[src/rtl/uart_sample_pkg.sv]
// Shared constants and state encodings for the UART sample receiver.
package uart_sample_pkg;

  localparam logic [7:0] ASCII_C = 8'h43;
  localparam logic [7:0] ASCII_H = 8'h48;
  localparam logic [7:0] ASCII_0 = 8'h30;

  typedef enum logic [1:0] {
    RxIdle,
    RxStart,
    RxData,
    RxStop
  } rx_state_e;

  typedef enum logic [2:0] {
    WaitC,
    WaitH,
    WaitId,
    WaitMsb,
    WaitLsb
  } parse_state_e;

  // Channel expected to follow ch in a well-ordered stream.
  function automatic logic [1:0] next_ch(input logic [1:0] ch);
    return ch + 2'd1;
  endfunction

endpackage

[src/rtl/uart_rx.sv]
// 8N1 byte receiver: synchronizes rx, finds the start edge and samples mid-bit.
module uart_rx
  import uart_sample_pkg::*;
#(
  parameter int unsigned CLK_FREQ = 12_000_000,
  parameter int unsigned BAUD     = 115200
) (
  input  logic       clk,
  input  logic       rst_n,
  input  logic       rx,
  output logic       byte_valid,
  output logic [7:0] byte_data,
  output logic       frame_err
);

  localparam int unsigned BIT_DIV = CLK_FREQ / BAUD;
  localparam int unsigned CNT_W   = $clog2(BIT_DIV + 1);
  localparam logic [CNT_W-1:0] HALF_CNT = CNT_W'(BIT_DIV / 2);
  localparam logic [CNT_W-1:0] FULL_CNT = CNT_W'(BIT_DIV - 1);

  logic             rx_meta_q, rx_sync_q, rx_prev_q;
  rx_state_e        state_q, state_d;
  logic [CNT_W-1:0] cnt_q, cnt_d;
  logic [2:0]       bit_idx_q, bit_idx_d;
  logic [7:0]       shift_q, shift_d;
  logic             byte_valid_q, byte_valid_d;
  logic             frame_err_q, frame_err_d;
  logic             fall, cnt_zero;

  // Two-flop synchronizer plus one delayed copy for edge detection, all idle high.
  always_ff @(posedge clk or negedge rst_n) begin
    if (!rst_n) begin
      rx_meta_q <= 1'b1;
      rx_sync_q <= 1'b1;
      rx_prev_q <= 1'b1;
    end else begin
      rx_meta_q <= rx;
      rx_sync_q <= rx_meta_q;
      rx_prev_q <= rx_sync_q;
    end
  end

  // A low stop bit leaves rx_prev_q low, so no new start until the line has been high.
  assign fall     = rx_prev_q & ~rx_sync_q;
  assign cnt_zero = (cnt_q == '0);

  // Receiver state register.
  always_ff @(posedge clk or negedge rst_n) begin
    if (!rst_n) begin
      state_q      <= RxIdle;
      cnt_q        <= '0;
      bit_idx_q    <= '0;
      shift_q      <= '0;
      byte_valid_q <= 1'b0;
      frame_err_q  <= 1'b0;
    end else begin
      state_q      <= state_d;
      cnt_q        <= cnt_d;
      bit_idx_q    <= bit_idx_d;
      shift_q      <= shift_d;
      byte_valid_q <= byte_valid_d;
      frame_err_q  <= frame_err_d;
    end
  end

  // Next-state logic: count down to zero, then act on the sampled line.
  always_comb begin
    state_d      = state_q;
    cnt_d        = cnt_q;
    bit_idx_d    = bit_idx_q;
    shift_d      = shift_q;
    byte_valid_d = 1'b0;
    frame_err_d  = 1'b0;
    unique case (state_q)
      RxIdle: begin
        if (fall) begin
          state_d = RxStart;
          cnt_d   = HALF_CNT;
        end
      end
      RxStart: begin
        if (!cnt_zero) begin
          cnt_d = cnt_q - 1'b1;
        end else if (!rx_sync_q) begin
          state_d   = RxData;
          cnt_d     = FULL_CNT;
          bit_idx_d = '0;
        end else begin
          state_d = RxIdle;  // glitch, silently dropped
        end
      end
      RxData: begin
        if (!cnt_zero) begin
          cnt_d = cnt_q - 1'b1;
        end else begin
          shift_d   = {rx_sync_q, shift_q[7:1]};
          cnt_d     = FULL_CNT;
          bit_idx_d = bit_idx_q + 3'd1;
          if (bit_idx_q == 3'd7) state_d = RxStop;
        end
      end
      RxStop: begin
        if (!cnt_zero) begin
          cnt_d = cnt_q - 1'b1;
        end else begin
          state_d = RxIdle;
          if (rx_sync_q) byte_valid_d = 1'b1;
          else           frame_err_d  = 1'b1;
        end
      end
      default: state_d = RxIdle;
    endcase
  end

  assign byte_valid = byte_valid_q;
  assign byte_data  = shift_q;
  assign frame_err  = frame_err_q;

endmodule

[src/rtl/uart_sample_receiver.sv]
// Decodes "CH<id><msb><lsb>" frames from a UART stream into four sample registers.
module uart_sample_receiver
  import uart_sample_pkg::*;
#(
  parameter int unsigned CLK_FREQ = 12_000_000,
  parameter int unsigned BAUD     = 115200
) (
  input  logic               clk,
  input  logic               rst_n,
  input  logic               rx,
  output logic signed [15:0] sample_out0,
  output logic signed [15:0] sample_out1,
  output logic signed [15:0] sample_out2,
  output logic signed [15:0] sample_out3,
  output logic               sample_valid,
  output logic [1:0]         sample_ch,
  output logic               frame_err,
  output logic               seq_err
);

  logic       byte_valid;
  logic [7:0] byte_data;
  logic       rx_frame_err;

  uart_rx #(
    .CLK_FREQ (CLK_FREQ),
    .BAUD     (BAUD)
  ) u_rx (
    .clk        (clk),
    .rst_n      (rst_n),
    .rx         (rx),
    .byte_valid (byte_valid),
    .byte_data  (byte_data),
    .frame_err  (rx_frame_err)
  );

  parse_state_e    state_q, state_d;
  logic [1:0]      ch_q, ch_d;
  logic [7:0]      msb_q, msb_d;
  logic [3:0][15:0] sample_q, sample_d;
  logic            sample_valid_q, sample_valid_d;
  logic [1:0]      sample_ch_q, sample_ch_d;
  logic            seq_err_q, seq_err_d;
  logic [1:0]      prev_ch_q, prev_ch_d;
  logic            prev_vld_q, prev_vld_d;
  logic [7:0]      id_off;

  // Parser and output registers.
  always_ff @(posedge clk or negedge rst_n) begin
    if (!rst_n) begin
      state_q        <= WaitC;
      ch_q           <= '0;
      msb_q          <= '0;
      sample_q       <= '0;
      sample_valid_q <= 1'b0;
      sample_ch_q    <= '0;
      seq_err_q      <= 1'b0;
      prev_ch_q      <= '0;
      prev_vld_q     <= 1'b0;
    end else begin
      state_q        <= state_d;
      ch_q           <= ch_d;
      msb_q          <= msb_d;
      sample_q       <= sample_d;
      sample_valid_q <= sample_valid_d;
      sample_ch_q    <= sample_ch_d;
      seq_err_q      <= seq_err_d;
      prev_ch_q      <= prev_ch_d;
      prev_vld_q     <= prev_vld_d;
    end
  end

  // Wraps below ASCII_0, so one compare covers the whole '0'..'3' range.
  assign id_off = byte_data - ASCII_0;

  // Frame parser; a framing error always abandons the frame in progress.
  always_comb begin
    state_d        = state_q;
    ch_d           = ch_q;
    msb_d          = msb_q;
    sample_d       = sample_q;
    sample_valid_d = 1'b0;
    sample_ch_d    = sample_ch_q;
    seq_err_d      = 1'b0;
    prev_ch_d      = prev_ch_q;
    prev_vld_d     = prev_vld_q;
    if (rx_frame_err) begin
      state_d = WaitC;
    end else if (byte_valid) begin
      unique case (state_q)
        WaitC: begin
          if (byte_data == ASCII_C) state_d = WaitH;
        end
        WaitH: begin
          if (byte_data == ASCII_H)      state_d = WaitId;
          else if (byte_data == ASCII_C) state_d = WaitH;
          else                           state_d = WaitC;
        end
        WaitId: begin
          if (id_off < 8'd4) begin
            ch_d    = id_off[1:0];
            state_d = WaitMsb;
          end else if (byte_data == ASCII_C) begin
            state_d = WaitH;
          end else begin
            state_d = WaitC;
          end
        end
        WaitMsb: begin
          msb_d   = byte_data;
          state_d = WaitLsb;
        end
        WaitLsb: begin
          state_d        = WaitC;
          sample_d[ch_q] = {msb_q, byte_data};
          sample_valid_d = 1'b1;
          sample_ch_d    = ch_q;
          seq_err_d      = prev_vld_q && (ch_q != next_ch(prev_ch_q));
          prev_ch_d      = ch_q;
          prev_vld_d     = 1'b1;
        end
        default: state_d = WaitC;
      endcase
    end
  end

  assign sample_out0  = sample_q[0];
  assign sample_out1  = sample_q[1];
  assign sample_out2  = sample_q[2];
  assign sample_out3  = sample_q[3];
  assign sample_valid = sample_valid_q;
  assign sample_ch    = sample_ch_q;
  assign seq_err      = seq_err_q;
  assign frame_err    = rx_frame_err;

endmodule
[config.mk]
export PLATFORM = sky130hd
export DESIGN_NAME = uart_sample_receiver
export DESIGN_NICKNAME = d
export VERILOG_FILES = /design/src/rtl/uart_sample_pkg.sv /design/src/rtl/uart_rx.sv /design/src/rtl/uart_sample_receiver.sv
export SDC_FILE = /design/constraint.sdc
export NUM_CORES = 1
export LEC_CHECK = 0
export CORE_MARGIN = 5
export CORE_UTILIZATION = 55
export DETAILED_ROUTE_END_ITERATION = 10
export PLACE_DENSITY = 0.81
export SYNTH_ARGS = -nofsm -noshare
export SYNTH_HDL_FRONTEND = slang
export SYNTH_SLANG_ARGS = --single-unit
[constraint.sdc]
create_clock -name clk -period 5.75 [get_ports clk]
set_clock_uncertainty 0.1 [all_clocks]
set_input_delay 0.575 -clock clk [delete_from_list [all_inputs] [get_ports clk]]
set_output_delay 0.575 -clock clk [all_outputs]
set_load 0.02 [all_outputs]
# Yosys cells after proc, flatten, opt, wreduce, memory -nomap -nowiden
# Index checks and enable logic that the tools add are counted.
# word_totals
input_bits	3
word_cells	104
regBits	107
out_inout_bits	69
# classes
bitwise_logic	3
muxes	39
add_sub_neg	4
n_lt_le_gt_ge	3
reduce_logical	15
n_eq_ne	20
# op_table
op	count
$bwmux W64	1
$mux W7	5
$demux W16 S2	1
$pmux W7 S4	1
$mux W3	7
$eq A8 B7 Y1 const B	2
$mux W16	1
$mux W2	7
$mux W1	13
$pmux W3 S4	1
$ne A2 B1 Y1 const B	5
$reduce_and A3 Y1	3
$lt A8 B3 Y1 const B	1
$pmux W2 S4	1
$reduce_and A4 Y1	2
$sub A8 B6 Y8 const B	1
$logic_not A7 Y1	1
$sub A7 B1 Y7 const B	1
$eq A3 B2 Y1 const B	2
$eq A3 B3 Y1 const B	2
$pmux W3 S2	1
$reduce_and A5 Y1	1
$eq A2 B2 Y1 const B	2
$ne A2 B2 Y1 const B	2
16 further kinds	20

# Longest topological paths before layout
# depth
depth_word	6
depth_mapped	7
mapped_depth_nobuf	6

# Modules after synthesis
# Synthesis repeated with hierarchy kept, for this count alone.
# unflattened
hier_cells	357
area_unflattened_um2	4702.0
# modules_own_cells
mod	seq_area_each_um2	cells_per_inst	area_each_um2	n_inst
uart_sample_receiver	2052.0	210	3313.2	1
uart_rx	629.4	147	1388.8	1

# Worst setup path before layout
# OpenSTA, ideal clock, no wires.
# synth_timing
path_type	reg-to-reg
start	register u_rx.frame_err_q, in the netlist u_rx.frame_err
end	register sample_q (netlist bit sample_out0[10])
period_less_slack_ns	1.960
required_ns	5.525
n_path_buf	2
path_stages_with_launch	7
t_arrival_ns	1.735
setup_slack_ns	3.790
setup_ns	0.125
cell_sequence	dfrtp_1 nor2b_1 and3_1 buf_6 nor3b_4 buf_6 mux2_2
# synth_between
elab_chain_cells	2
# synth_lines
item	line	rtl
start: declaration	uart_rx.sv:27	logic frame_err_q, frame_err_d;
start signal: assignment	uart_rx.sv:62	frame_err_q <= frame_err_d;
$not A1 Y1 (no line)	-	
$reduce_and A3 Y1 (no line)	-	
end signal: assignment	uart_sample_receiver.sv:64	sample_q <= sample_d;
end: declaration	uart_sample_receiver.sv:40	logic [3:0][15:0] sample_q, sample_d;
# Every way passes these cells.
# A chain may end at the register's enable or synchronous reset.

# Final worst setup path
# layout_timing
start	register state_q[1]
end	register sample_q (netlist bit sample_out0[8])
# layout_between
elab_chain_cells	2
# layout_lines
item	line	rtl
start: declaration	uart_sample_receiver.sv:37	parse_state_e state_q, state_d;
start signal: assignment	uart_sample_receiver.sv:51	state_q <= WaitC;
start signal: assignment	uart_sample_receiver.sv:61	state_q <= state_d;
$eq A3 B3 Y1	uart_sample_receiver.sv:90	unique case (state_q)
$reduce_and A3 Y1 (no line)	-	
# Every way passes these cells.

==> results.yml <==
outcome:
  status: "finished clean"
setup_path:
  worstPathRequired_ns: 5.89
  cp_max_fo: 16
  critPathMaxStageDelay_ns: 0.75
  cp.depth: 4
  reg2reg_to: "sample_out0[8]"
  reg2regPathDepth: 4
  regToRegSetupSlack_ns: 3.37
  cp_cell_sequence: "nor2_1 -> and3_1 -> nor3b_4 -> mux2_2"
  crit_family: "simple AND/OR/NAND/NOR gates"
  timing.critical_path.buf_inv: 0
  worstReg2RegStart: "state_q[1]"
  setup.worst_path.start_class: "flop"
  cp_slowest_cell: "nor3b_4"
  endpoint_kind: "flop"
  cp_data_arrival_time_ns: 2.52
  critPathKind: "flop to flop"
timing:
  final_max_slew_viol_count: 0
  finalSetupViolCount: 0
  fin_crit_ns: 2.38
  hold_ws_ns: 0.0419
  grt_setup_unrepaired: "false"
  slew_headroom: 0.396
  period_share: 0.414
  hold_viol: 0
  tightest_slew_ns: 0.905
  fmax_mhz: 421
  setup_tns_ns: 0
floorplan:
  io_pins: 72
  core_area_sq_mm: 0.00809
  die_h_um: 101
  dieArea_sq_mm: 0.0101
  start_util: 0.557
  die_w_um: 101
  rows: 33
power_and_ir_drop:
  peakVddDrop_mv: 0.341
  leakage_nw: 2.64
  power_density_mw_per_mm2: 282
synth:
  ys_seq_area_frac: 0.595
  syn_inst: 327
  synth-async-reset-ratio: 1.00
  synth-warning-count: 0
  ys_ff_latch: 107
  synth.distinct_cells: 51
  yosysTopAreaCellShare: 0.578
  synth_top_area_cell: "dfrtp_1"
  synth-edff-count: 0
  synth.avg_cell_area_sq_um: 13.8
  synth.cell_area_sq_mm: 0.00451
  yosys-top-cells-area: "dfrtp_1, mux2_2, ha_1"
  synthFlopType: "dfrtp_1"
  synth_nets: 337
cells_and_area:
  area_growth_pct: 21.8
  final_cells: 507
  num-nets-final: 407
  final_cell_mix: "dfrtp_1, mux2_2, clkdlybuf4s50_1"
  diodes: 0
  final_common_cell: "dfrtp_1"
  fin_util: 0.678
  drive_gt1_frac: 0.281
drt:
  via_per_inst: 5.69
  avgRoutedWirePerCell_um: 17.8
  drc: 0
  drtAntennaViolNets: 0
  drt_iter0_markers: 95
  vias: 2887
  firstDrtPassIters: 4
  drt-total-wl_um: 9000
placement:
  gp_congestion: 0.809
  placed_cells: 491
  hpwl_um: 6470
  io_buffers: 71
global_route:
  grt_max_degree: 75
  antenna_found_initial: 0
  grt_pass1_vias: 2970
  grt_pass1_wl_um: 15000
  grt_use_total: 0.190
  grt_overflow_total: 0
run:
  drv_cap: 0
clock_network:
  h-tree-depth: 3
  cts.path.max_buffers: 2
  clk_latency_ns: 0.36
  post_cts_buffers: 0
  cts_made_buffers: 9
  cts_tree: "yes"
  cts.sinks: 107
  cts_resized: 0
  path_clk_slew_ns: 0.09
  cts_hold_buf: 0
  cts-root-buf: "clkbuf_8"
worst_hold_path:
  hp-class: "input port to asynchronous set/reset pin"
## state kept, by name (all words and copies together), names as in the netlist, named ones only
register and count:
state_q 3, ch_q 2, u_rx.byte_valid 1, u_rx.frame_err 1
prev_ch_q 2, sample_out1 16, u_rx.state_q 1, u_rx.rx_meta_q 1
sample_out0 16, u_rx.byte_data 8, u_rx.bit_idx_q 3, sample_out3 16
prev_vld_q 1, u_rx.rx_prev_q 1, msb_q 8, seq_err 1
u_rx.rx_sync_q 1, sample_out2 16, sample_valid 1, u_rx.cnt_q 7
## per-layer routing
metal | wire length, um | GRT usage | vias to the layer above
li1 | - | - | 1318
met1 | 3920 | 0.251 | 1488
met2 | 4570 | 0.317 | 68
met3 | 382 | 0.0415 | 13
met4 | 134 | 0.0580 | 0
met5 | 0 | 0 | -
## Yosys cell counts, types with 3 or more instances
master	instances
buf_2	3
nand3_1	3
mux2_2	84
a31oi_1	4
nor2_1	14
dfstp_2	3
a21oi_1	9
nor3b_1	3
ha_1	7
dfrtp_1	104
nor3_1	5
a211oi_1	3
nor2b_1	4
inv_1	10
o21ai_0	6
clkbuf_1	7
nand2_1	11
and3_1	3
## cell families after synthesis
family / share of synthesized area
flip-flops: 0.595
multiplexers: 0.212
AND/OR/NAND/NOR: 0.0789
AO/OA/AOI/OAI: 0.0672
buffers and inverters: 0.0233
adder cells (fa/ha/maj): 0.0194
XOR/XNOR: 0.00389
## worst reg2reg max path: cells and delay by family, from the launching register on
| family | cells | cell delay (ns) |
|---|---|---|
| and+or+nand+nor | 3 | 1.29 |
| DFF | 1 | 0.45 |
| muxes | 1 | 0.42 |
## cell type report
type	instances	area [sq um]
fillers	614	2610
inverters	10	37.5
clock buffers	13	159
repair buffers	72	716
multi-input cells	197	1720
flip-flops and latches	107	2680
well taps	105	131
clock inverters	3	43.8
## worst max-delay path by stage
stage,endpoint,slack (ns),start
global placement,sample_out0[12],3.47,state_q[1]
detailed placement,sample_out0[3],3.37,state_q[1]
CTS,sample_out0[8],3.35,state_q[1]
floorplan,sample_out0[10],3.79,u_rx.frame_err
finish,sample_out0[8],3.37,state_q[1]
global route,u_rx.bit_idx_q[0],3.13,u_rx.cnt_q[0]
## per-stage QoR
step                      area [sq um]  power, mW  setup slack [ns]
after global placement            5290       1.08              3.47
after floorplan                   4510       1.02              3.79
final                             5490       1.55              3.37
after global routing              5490       1.64              3.13
after detailed placement          5290       1.10              3.37
after CTS                         5490       1.56              3.35
## where the power goes
group / total [mW] / switching [mW] / leakage, nW / internal [mW]
clock: 0.462 / 0.236 / 0.104 / 0.227
sequential: 0.818 / 0.0361 / 1.47 / 0.782
combinational: 0.269 / 0.167 / 1.07 / 0.102
total: 1.55 / 0.439 / 2.64 / 1.11
(Power assumes the default switching activity.)
